[src/rtl/shift_pkg.sv]
// rtl/shift_pkg.sv - shared widths and request struct for the shifter request path
package shift_pkg;
  localparam int DATA_W    = 32;
  localparam int SHAMT_W   = 5;
  // Queue storage carries tags at this width; narrower TAG_W values are zero-extended.
  localparam int TAG_MAX_W = 16;

  typedef struct packed {
    logic [DATA_W-1:0]    a;
    logic [SHAMT_W-1:0]   shift;
    logic                 rot;
    logic [TAG_MAX_W-1:0] tag;
  } shift_req_t;
endpackage

[src/rtl/shift_req_queue_if.sv]
// rtl/shift_req_queue_if.sv - request handshake and result bundle of shift_req_queue
interface shift_req_queue_if
  import shift_pkg::*;
#(
  parameter int TAG_W = 4
);
  logic               req_valid;
  logic               req_ready;
  logic [DATA_W-1:0]  req_a;
  logic [SHAMT_W-1:0] req_shift;
  logic               req_rot;
  logic [TAG_W-1:0]   req_tag;
  logic               res_valid;
  logic [DATA_W-1:0]  res_data;
  logic [TAG_W-1:0]   res_tag;

  modport master (
    output req_valid, req_a, req_shift, req_rot, req_tag,
    input  req_ready, res_valid, res_data, res_tag
  );

  modport slave (
    input  req_valid, req_a, req_shift, req_rot, req_tag,
    output req_ready, res_valid, res_data, res_tag
  );
endinterface

[src/rtl/shift_tag_pipe.sv]
// rtl/shift_tag_pipe.sv - PIPE_LAT-deep valid/tag delay line matched to the shifter latency
module shift_tag_pipe #(
  parameter int PIPE_LAT = 5,
  parameter int TAG_W    = 4
) (
  input  logic             clk,
  input  logic             rst,
  input  logic             clr,
  input  logic             in_valid,
  input  logic [TAG_W-1:0] in_tag,
  output logic             out_valid,
  output logic [TAG_W-1:0] out_tag
);
  logic [PIPE_LAT-1:0] valid_q, valid_d;
  logic [TAG_W-1:0]    tag_q [PIPE_LAT];
  logic [TAG_W-1:0]    tag_d [PIPE_LAT];

  always_comb begin
    valid_d[0] = in_valid;
    tag_d[0]   = in_tag;
    for (int i = 1; i < PIPE_LAT; i++) begin
      valid_d[i] = valid_q[i-1];
      tag_d[i]   = tag_q[i-1];
    end
    // Clear only kills validity; tags behind a zero valid are don't-care.
    if (clr) begin
      valid_d = '0;
    end
  end

  always_ff @(posedge clk) begin
    if (rst) begin
      valid_q <= '0;
      for (int i = 0; i < PIPE_LAT; i++) begin
        tag_q[i] <= '0;
      end
    end else begin
      valid_q <= valid_d;
      for (int i = 0; i < PIPE_LAT; i++) begin
        tag_q[i] <= tag_d[i];
      end
    end
  end

  assign out_valid = valid_q[PIPE_LAT-1];
  assign out_tag   = tag_q[PIPE_LAT-1];
endmodule

[src/rtl/shift_req_queue.sv]
// rtl/shift_req_queue.sv - request queue and issue stage ahead of the pipelined barrel shifter
// Optional SHIFTQ_BYPASS_EN: a push into an empty queue loads the issue register directly.
module shift_req_queue
  import shift_pkg::*;
#(
  parameter  int DEPTH    = 4,
  parameter  int PIPE_LAT = 5,
  parameter  int TAG_W    = 4,
  localparam int PTR_W    = $clog2(DEPTH),
  localparam int CNT_W    = $clog2(DEPTH + 1)
) (
  input  logic               clk,
  input  logic               rst,
  shift_req_queue_if.slave   bus,
  input  logic               issue_en,
  input  logic               flush,
  output logic [DATA_W-1:0]  sh_a,
  output logic [SHAMT_W-1:0] sh_shift,
  output logic               sh_rot,
  input  logic [DATA_W-1:0]  sh_out,
  output logic [CNT_W-1:0]   count
);
  shift_req_t         mem_q [DEPTH];
  shift_req_t         wr_req;
  logic [PTR_W-1:0]   wr_ptr_q, wr_ptr_d;
  logic [PTR_W-1:0]   rd_ptr_q, rd_ptr_d;
  logic [CNT_W-1:0]   count_q, count_d;
  logic [DATA_W-1:0]  sh_a_q, sh_a_d;
  logic [SHAMT_W-1:0] sh_shift_q, sh_shift_d;
  logic               sh_rot_q, sh_rot_d;
  logic [TAG_W-1:0]   iss_tag_q, iss_tag_d;
  logic               iss_valid_q, iss_valid_d;
  logic               push, pop, byp, wr_en;

  // Ready depends only on registered occupancy, never on req_valid.
  assign bus.req_ready = (count_q != CNT_W'(DEPTH));
  assign push          = bus.req_valid && bus.req_ready;
  assign pop           = issue_en && (count_q != '0) && !flush;

`ifdef SHIFTQ_BYPASS_EN
  assign byp = push && issue_en && (count_q == '0) && !flush;
`else
  assign byp = 1'b0;
`endif

  assign wr_en = push && !byp && !flush;

  always_comb begin
    wr_req       = '0;
    wr_req.a     = bus.req_a;
    wr_req.shift = bus.req_shift;
    wr_req.rot   = bus.req_rot;
    wr_req.tag   = TAG_MAX_W'(bus.req_tag);
  end

  always_comb begin
    wr_ptr_d    = wr_ptr_q;
    rd_ptr_d    = rd_ptr_q;
    count_d     = count_q;
    sh_a_d      = sh_a_q;
    sh_shift_d  = sh_shift_q;
    sh_rot_d    = sh_rot_q;
    iss_tag_d   = iss_tag_q;
    iss_valid_d = 1'b0;
    if (flush) begin
      wr_ptr_d = '0;
      rd_ptr_d = '0;
      count_d  = '0;
    end else begin
      if (wr_en) begin
        wr_ptr_d = wr_ptr_q + PTR_W'(1);
      end
      if (pop) begin
        rd_ptr_d = rd_ptr_q + PTR_W'(1);
      end
      case ({wr_en, pop})
        2'b10:   count_d = count_q + CNT_W'(1);
        2'b01:   count_d = count_q - CNT_W'(1);
        default: count_d = count_q;
      endcase
      if (pop) begin
        sh_a_d      = mem_q[rd_ptr_q].a;
        sh_shift_d  = mem_q[rd_ptr_q].shift;
        sh_rot_d    = mem_q[rd_ptr_q].rot;
        iss_tag_d   = mem_q[rd_ptr_q].tag[TAG_W-1:0];
        iss_valid_d = 1'b1;
      end else if (byp) begin
        sh_a_d      = bus.req_a;
        sh_shift_d  = bus.req_shift;
        sh_rot_d    = bus.req_rot;
        iss_tag_d   = bus.req_tag;
        iss_valid_d = 1'b1;
      end
    end
  end

  always_ff @(posedge clk) begin
    if (rst) begin
      wr_ptr_q    <= '0;
      rd_ptr_q    <= '0;
      count_q     <= '0;
      sh_a_q      <= '0;
      sh_shift_q  <= '0;
      sh_rot_q    <= 1'b0;
      iss_tag_q   <= '0;
      iss_valid_q <= 1'b0;
    end else begin
      wr_ptr_q    <= wr_ptr_d;
      rd_ptr_q    <= rd_ptr_d;
      count_q     <= count_d;
      sh_a_q      <= sh_a_d;
      sh_shift_q  <= sh_shift_d;
      sh_rot_q    <= sh_rot_d;
      iss_tag_q   <= iss_tag_d;
      iss_valid_q <= iss_valid_d;
    end
  end

  // Payload storage is intentionally unreset; pointers and count define what is live.
  always_ff @(posedge clk) begin
    if (wr_en) begin
      mem_q[wr_ptr_q] <= wr_req;
    end
  end

  shift_tag_pipe #(
    .PIPE_LAT (PIPE_LAT),
    .TAG_W    (TAG_W)
  ) u_tag_pipe (
    .clk       (clk),
    .rst       (rst),
    .clr       (flush),
    .in_valid  (iss_valid_q),
    .in_tag    (iss_tag_q),
    .out_valid (bus.res_valid),
    .out_tag   (bus.res_tag)
  );

  assign bus.res_data = sh_out;
  assign sh_a         = sh_a_q;
  assign sh_shift     = sh_shift_q;
  assign sh_rot       = sh_rot_q;
  assign count        = count_q;
endmodule

[src/flat_wrapper.sv]
// flat-port wrapper written by rule: the top's interface ports become plain ports
module shift_req_queue_flat import shift_pkg::*;
#(
  parameter  int DEPTH    = 4,
  parameter  int PIPE_LAT = 5,
  parameter  int TAG_W    = 4,
  localparam int PTR_W    = $clog2(DEPTH),
  localparam int CNT_W    = $clog2(DEPTH + 1)
)
  (clk, rst, issue_en, flush, sh_a, sh_shift, sh_rot, sh_out, count, bus_req_valid, bus_req_a, bus_req_shift, bus_req_rot, bus_req_tag, bus_req_ready, bus_res_valid, bus_res_data, bus_res_tag);
  shift_req_queue_if #(.TAG_W(TAG_W)) bus_i ();
  input  logic clk;
  input  logic rst;
  input  logic issue_en;
  input  logic flush;
  output logic [DATA_W-1:0] sh_a;
  output logic [SHAMT_W-1:0] sh_shift;
  output logic sh_rot;
  input  logic [DATA_W-1:0] sh_out;
  output logic [CNT_W-1:0] count;
  input wire logic [$bits(bus_i.req_valid)-1:0] bus_req_valid;
  input wire logic [$bits(bus_i.req_a)-1:0] bus_req_a;
  input wire logic [$bits(bus_i.req_shift)-1:0] bus_req_shift;
  input wire logic [$bits(bus_i.req_rot)-1:0] bus_req_rot;
  input wire logic [$bits(bus_i.req_tag)-1:0] bus_req_tag;
  output wire logic [$bits(bus_i.req_ready)-1:0] bus_req_ready;
  output wire logic [$bits(bus_i.res_valid)-1:0] bus_res_valid;
  output wire logic [$bits(bus_i.res_data)-1:0] bus_res_data;
  output wire logic [$bits(bus_i.res_tag)-1:0] bus_res_tag;
  assign bus_i.req_valid = bus_req_valid;
  assign bus_i.req_a = bus_req_a;
  assign bus_i.req_shift = bus_req_shift;
  assign bus_i.req_rot = bus_req_rot;
  assign bus_i.req_tag = bus_req_tag;
  assign bus_req_ready = bus_i.req_ready;
  assign bus_res_valid = bus_i.res_valid;
  assign bus_res_data = bus_i.res_data;
  assign bus_res_tag = bus_i.res_tag;
  shift_req_queue #(.DEPTH(DEPTH), .PIPE_LAT(PIPE_LAT), .TAG_W(TAG_W)) u_core (.clk(clk), .rst(rst), .bus(bus_i), .issue_en(issue_en), .flush(flush), .sh_a(sh_a), .sh_shift(sh_shift), .sh_rot(sh_rot), .sh_out(sh_out), .count(count));
endmodule
[config.mk]
export PLATFORM = sky130hd
export DESIGN_NAME = shift_req_queue_flat
export DESIGN_NICKNAME = d
export VERILOG_FILES = /design/src/rtl/shift_pkg.sv /design/src/rtl/shift_req_queue_if.sv /design/src/rtl/shift_tag_pipe.sv /design/src/rtl/shift_req_queue.sv /design/src/flat_wrapper.sv
export SDC_FILE = /design/constraint.sdc
export NUM_CORES = 1
export LEC_CHECK = 0
export ABC_AREA = 1
export CAP_MARGIN = 20
export CELL_PAD_IN_SITES_DETAIL_PLACEMENT = 0
export CELL_PAD_IN_SITES_GLOBAL_PLACEMENT = 2
export CORE_MARGIN = 1.5
export CORE_UTILIZATION = 33
export DETAILED_ROUTE_END_ITERATION = 8
export PLACE_DENSITY_LB_ADDON = 0.1
export SYNTH_ARGS = -nofsm -noshare
export SYNTH_HDL_FRONTEND = slang
export SYNTH_SLANG_ARGS = --single-unit
[constraint.sdc]
create_clock -name clk -period 3.5 [get_ports clk]
set_input_delay 0.7 -clock clk [delete_from_list [all_inputs] [get_ports clk]]
set_output_delay 0.7 -clock clk [all_outputs]
set_load 0.05 [all_outputs]
==> results.yml <==
status:
  outcome: "complete, no violations"
sta:
  relSlewSlack_pct: 34.84
  holdWs_ps: 400.5
  slew_viol_final: 0
  tightest_slew_ps: 977.4
  final_hold_viol_count: 0
  setup_tns_ps: 0
  rsz0062_at_grt: "no"
  period_share_pct: 76.80
  fin_crit_ps: 2688
  setup_viol: 0
  fmax_mhz: 372.0
  clock-skew-final_ps: 10.12
power:
  power.density_mw_per_mm2: 509.1
  ir_worst_vdd_uv: 250.9
  total_power_mw: 6.211
  leakagePower_nw: 5.433
setup_path:
  r2r-start: "u_core.count[0]"
  cp-start-kind: "flop"
  reg2reg_slack_ps: 1180
  slowest_stage: "clkdlybuf4s50_1"
  cp.arrival_ps: 1990
  cp-end-kind: "output pin"
  worstPathMaxFanout: 5
  crit_chain: "nor2_1 -> nand2_1 -> clkdlybuf4s50_1"
  reg2reg_depth: 9
  crit_type: "reg -> out"
  slowest_delay_ps: 820
  required_ps: 2800
  rr_endpoint: "u_core.count[2]"
clocking:
  cts_tree: "built"
  htreeDepth: 1
  cts_made_buffers: 28
  cts_buffer_depth: 3
  postCtsSetupBuffers: 0
  cts_hold_buf: 0
  clock_sinks: 243
  clock_latency_ps: 530
  cts_resized: 0
  cts_root_buf: "clkbuf_16"
  clk_pin_slew_worst_paths_ps: 60
global_route:
  grt_use_total_pct: 14.06
  grt_pass1_wl_um: 34180
  grt_max_degree: 81
  grt_pass1_vias: 6106
  antenna_found_initial: 2
  grt-ovfl-total: 0
layout:
  final_cell_mix: "306 x nand2_1, 246 x inv_1, 168 x edfxtp_1, 114 x nor2_1, 93 x clkdlybuf4s50_1"
  final_cell_area_mm2: 0.01220
  layout-drive-gt1-share_pct: 5.843
  layout_commonest_cell: "nand2_1"
  fillers: 3068
  fin_nets: 1244
  area_growth_pct: 19.64
logic_synthesis:
  postSynthCellCount: 1097
  synth.distinct_cells: 21
  yosys_warnings: 0
  ys_ff_latch: 243
  synth_area_mm2: 0.01020
  synth_nets: 1182
  syn_area_per_cell_um2: 9.296
  yosysSeqAreaShare_pct: 64.20
placed_design:
  placed_area_mm2: 0.01128
  finalWeightedCongestion: 0.6782
  port_buffers: 93
  hpwlAfterDp_um: 11860
floorplanning:
  fp-row-count: 64
  die_y_um: 178.8
  io_pins: 158
  start_util_pct: 33.42
  die_area_mm2: 0.03196
  core_mm2: 0.03051
  die_w_um: 178.8
route:
  wl_um: 22050
  vias: 6426
  dr.first_iter.drc_count: 235
  wl_per_cell_um: 13.97
  via_per_inst: 4.072
  ant_nets: 0
  drc: 0
  drt-pass1-iter-count: 4
worst_hold_path:
  min_to: "u_core.u_tag_pipe.tag_q[0][18]"
  hold_class: "reg -> reg"
  holdPathStages: 2
  worstHoldStart: "u_core.u_tag_pipe.tag_q[0][14]"
job:
  cap_violations: 0
## layer usage
layer	track usage, %	wire length, µm	vias up
met4	3.681	353	2
li1	-	-	3399
met3	2.651	965	27
met2	23.81	10130	105
met1	18.40	10580	2893
met5	0	17	-
## power by group
part,internal [mW],switching (mW)
combinational,0.107,0.172
clock,1.68,1.12
sequential,3.12,0.0148
total,4.91,1.31
## sequential cells by signal, indices dropped and copies added (netlist names)
register / flops
u_core.u_tag_pipe.tag_q: 20
u_core.mem_q: 168
u_core.u_tag_pipe.valid_q: 5
u_core.iss_valid_q: 1
u_core.sh_rot: 1
u_core.sh_a: 32
u_core.count: 3
u_core.wr_ptr_q: 2
u_core.rd_ptr_q: 2
u_core.sh_shift: 5
u_core.iss_tag_q: 4
## cells in the mapped netlist
cell / number / area share (%)
dfxtp_1: 75 / 15
nand3_4: 1 / 0.17
nand4_1: 1 / 0.061
nor2_2: 1 / 0.061
inv_1: 246 / 9.1
ha_1: 5 / 0.61
clkinv_1: 1 / 0.037
clkbuf_1: 5 / 0.18
buf_4: 37 / 2.7
buf_1: 3 / 0.11
edfxtp_1: 168 / 49
nor2_1: 118 / 4.3
inv_2: 3 / 0.11
nand2_2: 1 / 0.061
o21ai_0: 1 / 0.049
buf_2: 18 / 0.88
nand3_1: 90 / 4.4
buf_6: 11 / 1.2
fa_1: 1 / 0.20
a21oi_1: 5 / 0.25
nand2_1: 306 / 11
## per-stage QoR
step,instances,setup slack (ps),util (%)
6_report,1578,812.1,39.99
5_1_grt,1577,709.5,39.98
3_5_place_dp,1524,527.9,36.97
3_3_place_gp,1524,519.1,36.97
4_1_cts,1576,774.4,39.92
2_1_floorplan,1097,-340.2,-
## kinds of logic after synthesis
kind of cell | count (synthesis) | share of synthesized area [%]
and+or+nand+nor | 518 | 20.38
buffers and inverters | 324 | 14.32
DFF | 243 | 64.20
AOI/OAI and AO/OA | 6 | 0.2944
adders and majority gates | 6 | 0.8098
## worst max-delay path by stage
stage                    startpoint            endpoint  slack, ps  depth (start not counted)
global placement              flush     u_core.count[2]        520                          9
detailed placement            flush     u_core.count[2]        530                          9
CTS                 u_core.count[0]       bus_req_ready        770                          3
floorplan           u_core.count[0]  u_core.mem_q[0][0]       -340                          4
global route        u_core.count[0]       bus_req_ready        710                          3
finish              u_core.count[0]       bus_req_ready        810                          3
## area by class of cell
class                      instances  area [µm²]  area share (%)
inverter                         250       939.7           7.702
sequential                       243        6551           53.70
multi-input combinational        530        2221           18.20
antenna                            1       2.502         0.02051
tap                              396       495.5           4.061
timing repair buffer             106        1091           8.943
clock buffer                      45       865.8           7.097
clock inverter                     7       33.78          0.2769
## worst max-delay path, delay by kind of cell, from the launching register on
family                 cells  cell delay (ps)
buffers and inverters      1              820
flip-flops                 1              420
AND/OR/NAND/NOR            2              230
(Power assumes the default switching activity.)
==> patch 1: new RTL, same flow settings <==
Set the package constant `DATA_W` to 64 (it was 32).
--- a/src/rtl/shift_pkg.sv
+++ b/src/rtl/shift_pkg.sv
@@ -1,6 +1,6 @@
 // rtl/shift_pkg.sv - shared widths and request struct for the shifter request path
 package shift_pkg;
-  localparam int DATA_W    = 32;
+  localparam int DATA_W    = 64;
   localparam int SHAMT_W   = 5;
   // Queue storage carries tags at this width; narrower TAG_W values are zero-extended.
   localparam int TAG_MAX_W = 16;
Ports: changed (resized bus_req_a, bus_res_data, sh_a and sh_out); port bits go from 158 to 286. The function was not compared with the original's and may differ.
==> patch 1 against the unedited design <==
- core utilization is 0.18 points lower
- die area is 66% higher
- routed wire length is 81% higher
- hold slack better by 0.00093 ns
- worst setup slack worse by 0.061 ns
- sequential cell count is 160 higher
- first-iteration DRC count is 82% higher
- clock skew is 0.0059 ns higher
- synthesized area is 67% higher
- design area is 67% higher
- total power is 68% higher
- sequential power is 68% higher
- critical path type unchanged
- largest power group unchanged
==> patch 1: results <==
set metrics [dict create \
    run_status "completed" \
    detailedPlace.worstSlack_ns 0.864 \
    routabilityCongestion 0.712 \
    combPwrFrac_pct 5.8 \
    syn-num-nets 1982 \
    viasPerCell 4.11 \
    clk_path_buf_depth 3 \
    clk_latency_ns 0.57 \
    grt_max_degree 145 \
    final_cell_area_mm2 0.0204 \
    ir_drop_uv 282 \
    dp_hpwl_mm 22.5 \
    wl_per_cell_um 15.1 \
    wirelength_mm 40.0 \
    placed_cells 2554 \
    synthAdderAreaFrac_pct 0.485 \
    yosys-top-cells-area "edfxtp_1 52%, dfxtp_1 13%, nand2_1 12%, inv_1 9.0%, nand3_1 4.6%" \
    use_met2_pct 25.7 \
    port-buffer-count 157 \
    grt_first_pass_wirelength_mm 62.3 \
    grt_pass1_vias 10542 \
    syn_area_per_cell_um2 9.29 \
    synthTopCellsByCount "528 x nand2_1, 409 x inv_1, 296 x edfxtp_1, 183 x nor2_1, 155 x nand3_1" \
    critPathMaxStageDelay_ns 0.83 \
    placed_area_mm2 0.0190 \
    ys_seq_area_share_pct 64.7 \
    cts_buffers 46 \
    powerComb_w 0.000604 \
    drive_above_1_share_pct 5.10 \
    yosys_warnings 0 \
    internal-power_w 0.00812 \
    min_from "u_core.u_tag_pipe.tag_q[0][4]" \
    synth-edff-count 296 \
    cts-root-buf "clkbuf_16" \
    largest_reg_flops 296 \
    leakage_nw 9.07 \
    tightestPinTransition_ns 0.715 \
    path_clk_slew_ns 0.06 \
    wl_met3_mm 1.80 \
    skew_ns 0.0161 \
    n_antenna_cell 0 \
    wl_met1_mm 18.4 \
    ys_types 20 \
    num-nets-final 2071 \
    cp_max_fo 4 \
    grt_usage_pct 15.3 \
    synthXorXnorAreaFrac_pct 0.0514 \
    gr-usage-met3_pct 3.72 \
    cts_setup_buffers 0 \
    dr.pass1.iters 6 \
    grt_use_met1_pct 19.7 \
    synth_compound_area_share_pct 0.147 \
    wl_met2_mm 19.0 \
    holdCritPathClass "flip-flop to flip-flop" \
    top_layer_used "met5" \
    fill_cells 5077 \
    r2r_start "u_core.count[0]" \
    initialDrtViolationCount 428 \
    htree_levels 2 \
]
[patch 1: cell types whose count changed after synthesis, moves of 40 or more]
| cell | delta |
|---|---|
| nand2_1 | +222 |
| inv_1 | +163 |
| edfxtp_1 | +128 |
| nand3_1 | +65 |
| nor2_1 | +65 |
| buf_4 | +40 |
[patch 1: critical path: cells and delay by family, from the launching register on]
kind          cells  cell delay, ns
buf+inv           1            0.83
flops             1            0.44
simple gates      2            0.22
[patch 1: layout make-up]
type | count | share of cell area (%)
tap | 680 | 4.17
clock buffer | 63 | 6.22
timing repair buffer | 180 | 9.30
sequential | 403 | 54.2
inverter | 410 | 7.59
clock inverter | 22 | 0.786
multi-input combinational | 881 | 17.8
[patch 1: final timing paths]
kind / slack [ns] / end / cells after the start
max: 0.75 / bus_req_ready / 3
min: 0.40 / u_core.u_tag_pipe.tag_q[0][8] / 2
min reg2reg: 0.40 / u_core.u_tag_pipe.tag_q[0][8] / 2
max reg2reg: 1.49 / u_core.count[2] / 10
==> patch 2: new RTL, same flow settings <==
Without the edit above. Put one more register stage on the output `count`. The value now appears one clock later. The other outputs are not delayed to match.
--- a/src/rtl/shift_req_queue.sv
+++ b/src/rtl/shift_req_queue.sv
@@ -140,6 +140,8 @@
   assign sh_a         = sh_a_q;
   assign sh_shift     = sh_shift_q;
   assign sh_rot       = sh_rot_q;
-  assign count        = count_q;
+  always_ff @(posedge clk) begin
+    count <= count_q;
+  end
 endmodule
 
Formal check against the unedited RTL: not equivalent (Yosys sat finds a counterexample within 4 cycles, from zero or initial values and one cycle with rst high).
==> patch 2 against the unedited design <==
- non-clock buffer count unchanged
- critical path depth unchanged
- total power increased by 1.8%
- design area increased by 0.37%
- routed wire length decreased by 1.5%
- synthesized area increased by 0.58%
- die area increased by 0.57%
- via count about the same
- global-route usage decreased by 0.14 points
- worst setup slack improved by 0.023 ns
- sequential cell count increased by 3
==> patch 2: results <==
set metrics [dict create \
    use_met2_pct 24.1 \
    cts_buffers 27 \
    drive_above_1_share_pct 6.02 \
    run_status "completed" \
    leakage_nw 5.45 \
    wirelength_mm 21.7 \
    p_sw_share_pct 21.4 \
    synth-async-reset-ratio_pct 0 \
    holdCritPathClass "flip-flop to flip-flop" \
    skew_ns 0.0114 \
    tightestPinTransition_ns 1.05 \
    combPwrFrac_pct 5.6 \
    gr-usage-met3_pct 2.71 \
    ys_types 22 \
    wl_met3_um 943 \
    cts-root-buf "clkbuf_16" \
    yosys-top-cells-area "edfxtp_1 49%, dfxtp_1 15%, nand2_1 11%, inv_1 9.0%, nand3_1 4.4%" \
    htree_levels 1 \
    grt_pass1_vias 6097 \
    synthXorXnorAreaFrac_pct 0.0854 \
    top_layer_used "met5" \
    antenna_found_initial 1 \
    synthMuxAreaShare_pct 0 \
    initialDrtViolationCount 285 \
    syn-num-nets 1184 \
    yosys_warnings 0 \
    synthTopCellsByCount "304 x nand2_1, 246 x inv_1, 168 x edfxtp_1, 119 x nor2_1, 90 x nand3_1" \
    viasPerCell 4.08 \
    cp_max_fo 4 \
    ys_seq_area_share_pct 64.4 \
    grt_use_met1_pct 17.9 \
    synth_compound_area_share_pct 0.244 \
    clk_path_buf_depth 3 \
    wl_met1_mm 10.1 \
    crit_path_top_delay_cell "clkdlybuf4s50_1" \
    wl_met2_mm 10.3 \
    placed_area_mm2 0.0114 \
    grt_usage_pct 13.9 \
    cp_data_arrival_time_ns 1.97 \
    n_antenna_cell 0 \
    grt_first_pass_wirelength_mm 33.8 \
    grt_max_degree 81 \
    routabilityCongestion 0.662 \
    synthAdderAreaFrac_pct 0.805 \
    dp_hpwl_mm 11.9 \
    ir_drop_uv 328 \
    cts_setup_buffers 0 \
    largest_reg_flops 168 \
    dr.pass1.iters 6 \
    clockPowerShare_pct 44.1 \
]
[patch 2: changes by cell type in the layout (fill, tap and decap cells not counted), moves of 2 or more]
cell,delta
clkinv_2,+3
nand2_1,-2
clkbuf_1,-5
dfxtp_1,+3
[patch 2: kinds of logic (layout without fill, tap and decap cells)]
family,Yosys count,count (layout)
compound gates,5,5
xor+xnor,1,1
fa+ha+maj,6,6
buf+inv,324,405
flops,246,246
simple gates,517,517
[patch 2: stage by stage]
| stage | hold WS, ns | std cells | worst slack, ns | total power, W |
|---|---|---|---|---|
| 5_1_grt | 0.411 | 1576 | 0.713 | 0.00658 |
| 3_5_place_dp | 0.396 | 1527 | 0.515 | 0.00361 |
| 6_report | 0.397 | 1576 | 0.835 | 0.00632 |
| 3_3_place_gp | 0.394 | 1527 | 0.491 | 0.00361 |
| 4_1_cts | 0.400 | 1576 | 0.781 | 0.00644 |
| 2_1_floorplan | 0.376 | 1099 | 0.106 | 0.00355 |
[patch 2: final timing paths]
check,start,to,cells past startpoint
max reg2reg,u_core.count_q[0],u_core.count_q[2],9
min,u_core.u_tag_pipe.tag_q[0][1],u_core.u_tag_pipe.tag_q[0][5],2
min reg2reg,u_core.u_tag_pipe.tag_q[0][1],u_core.u_tag_pipe.tag_q[0][5],2
max,u_core.count_q[0],bus_req_ready,3
[patch 2: worst max-delay path, delay by kind of cell (launching register included)]
kind	cells	cell delay, ns
flip-flops	1	0.42
buffers and inverters	1	0.82
AND/OR/NAND/NOR	2	0.21
[patch 2: layout make-up]
| cell class | count | area [um^2] |
|---|---|---|
| fill | 3043 | 18300 |
| sequential | 246 | 6610 |
| multi-input combinational | 529 | 2220 |
| timing repair buffer | 106 | 1090 |
| inverter | 250 | 940 |
| clock buffer | 38 | 808 |
| tap | 396 | 495 |
| clock inverter | 11 | 78.8 |
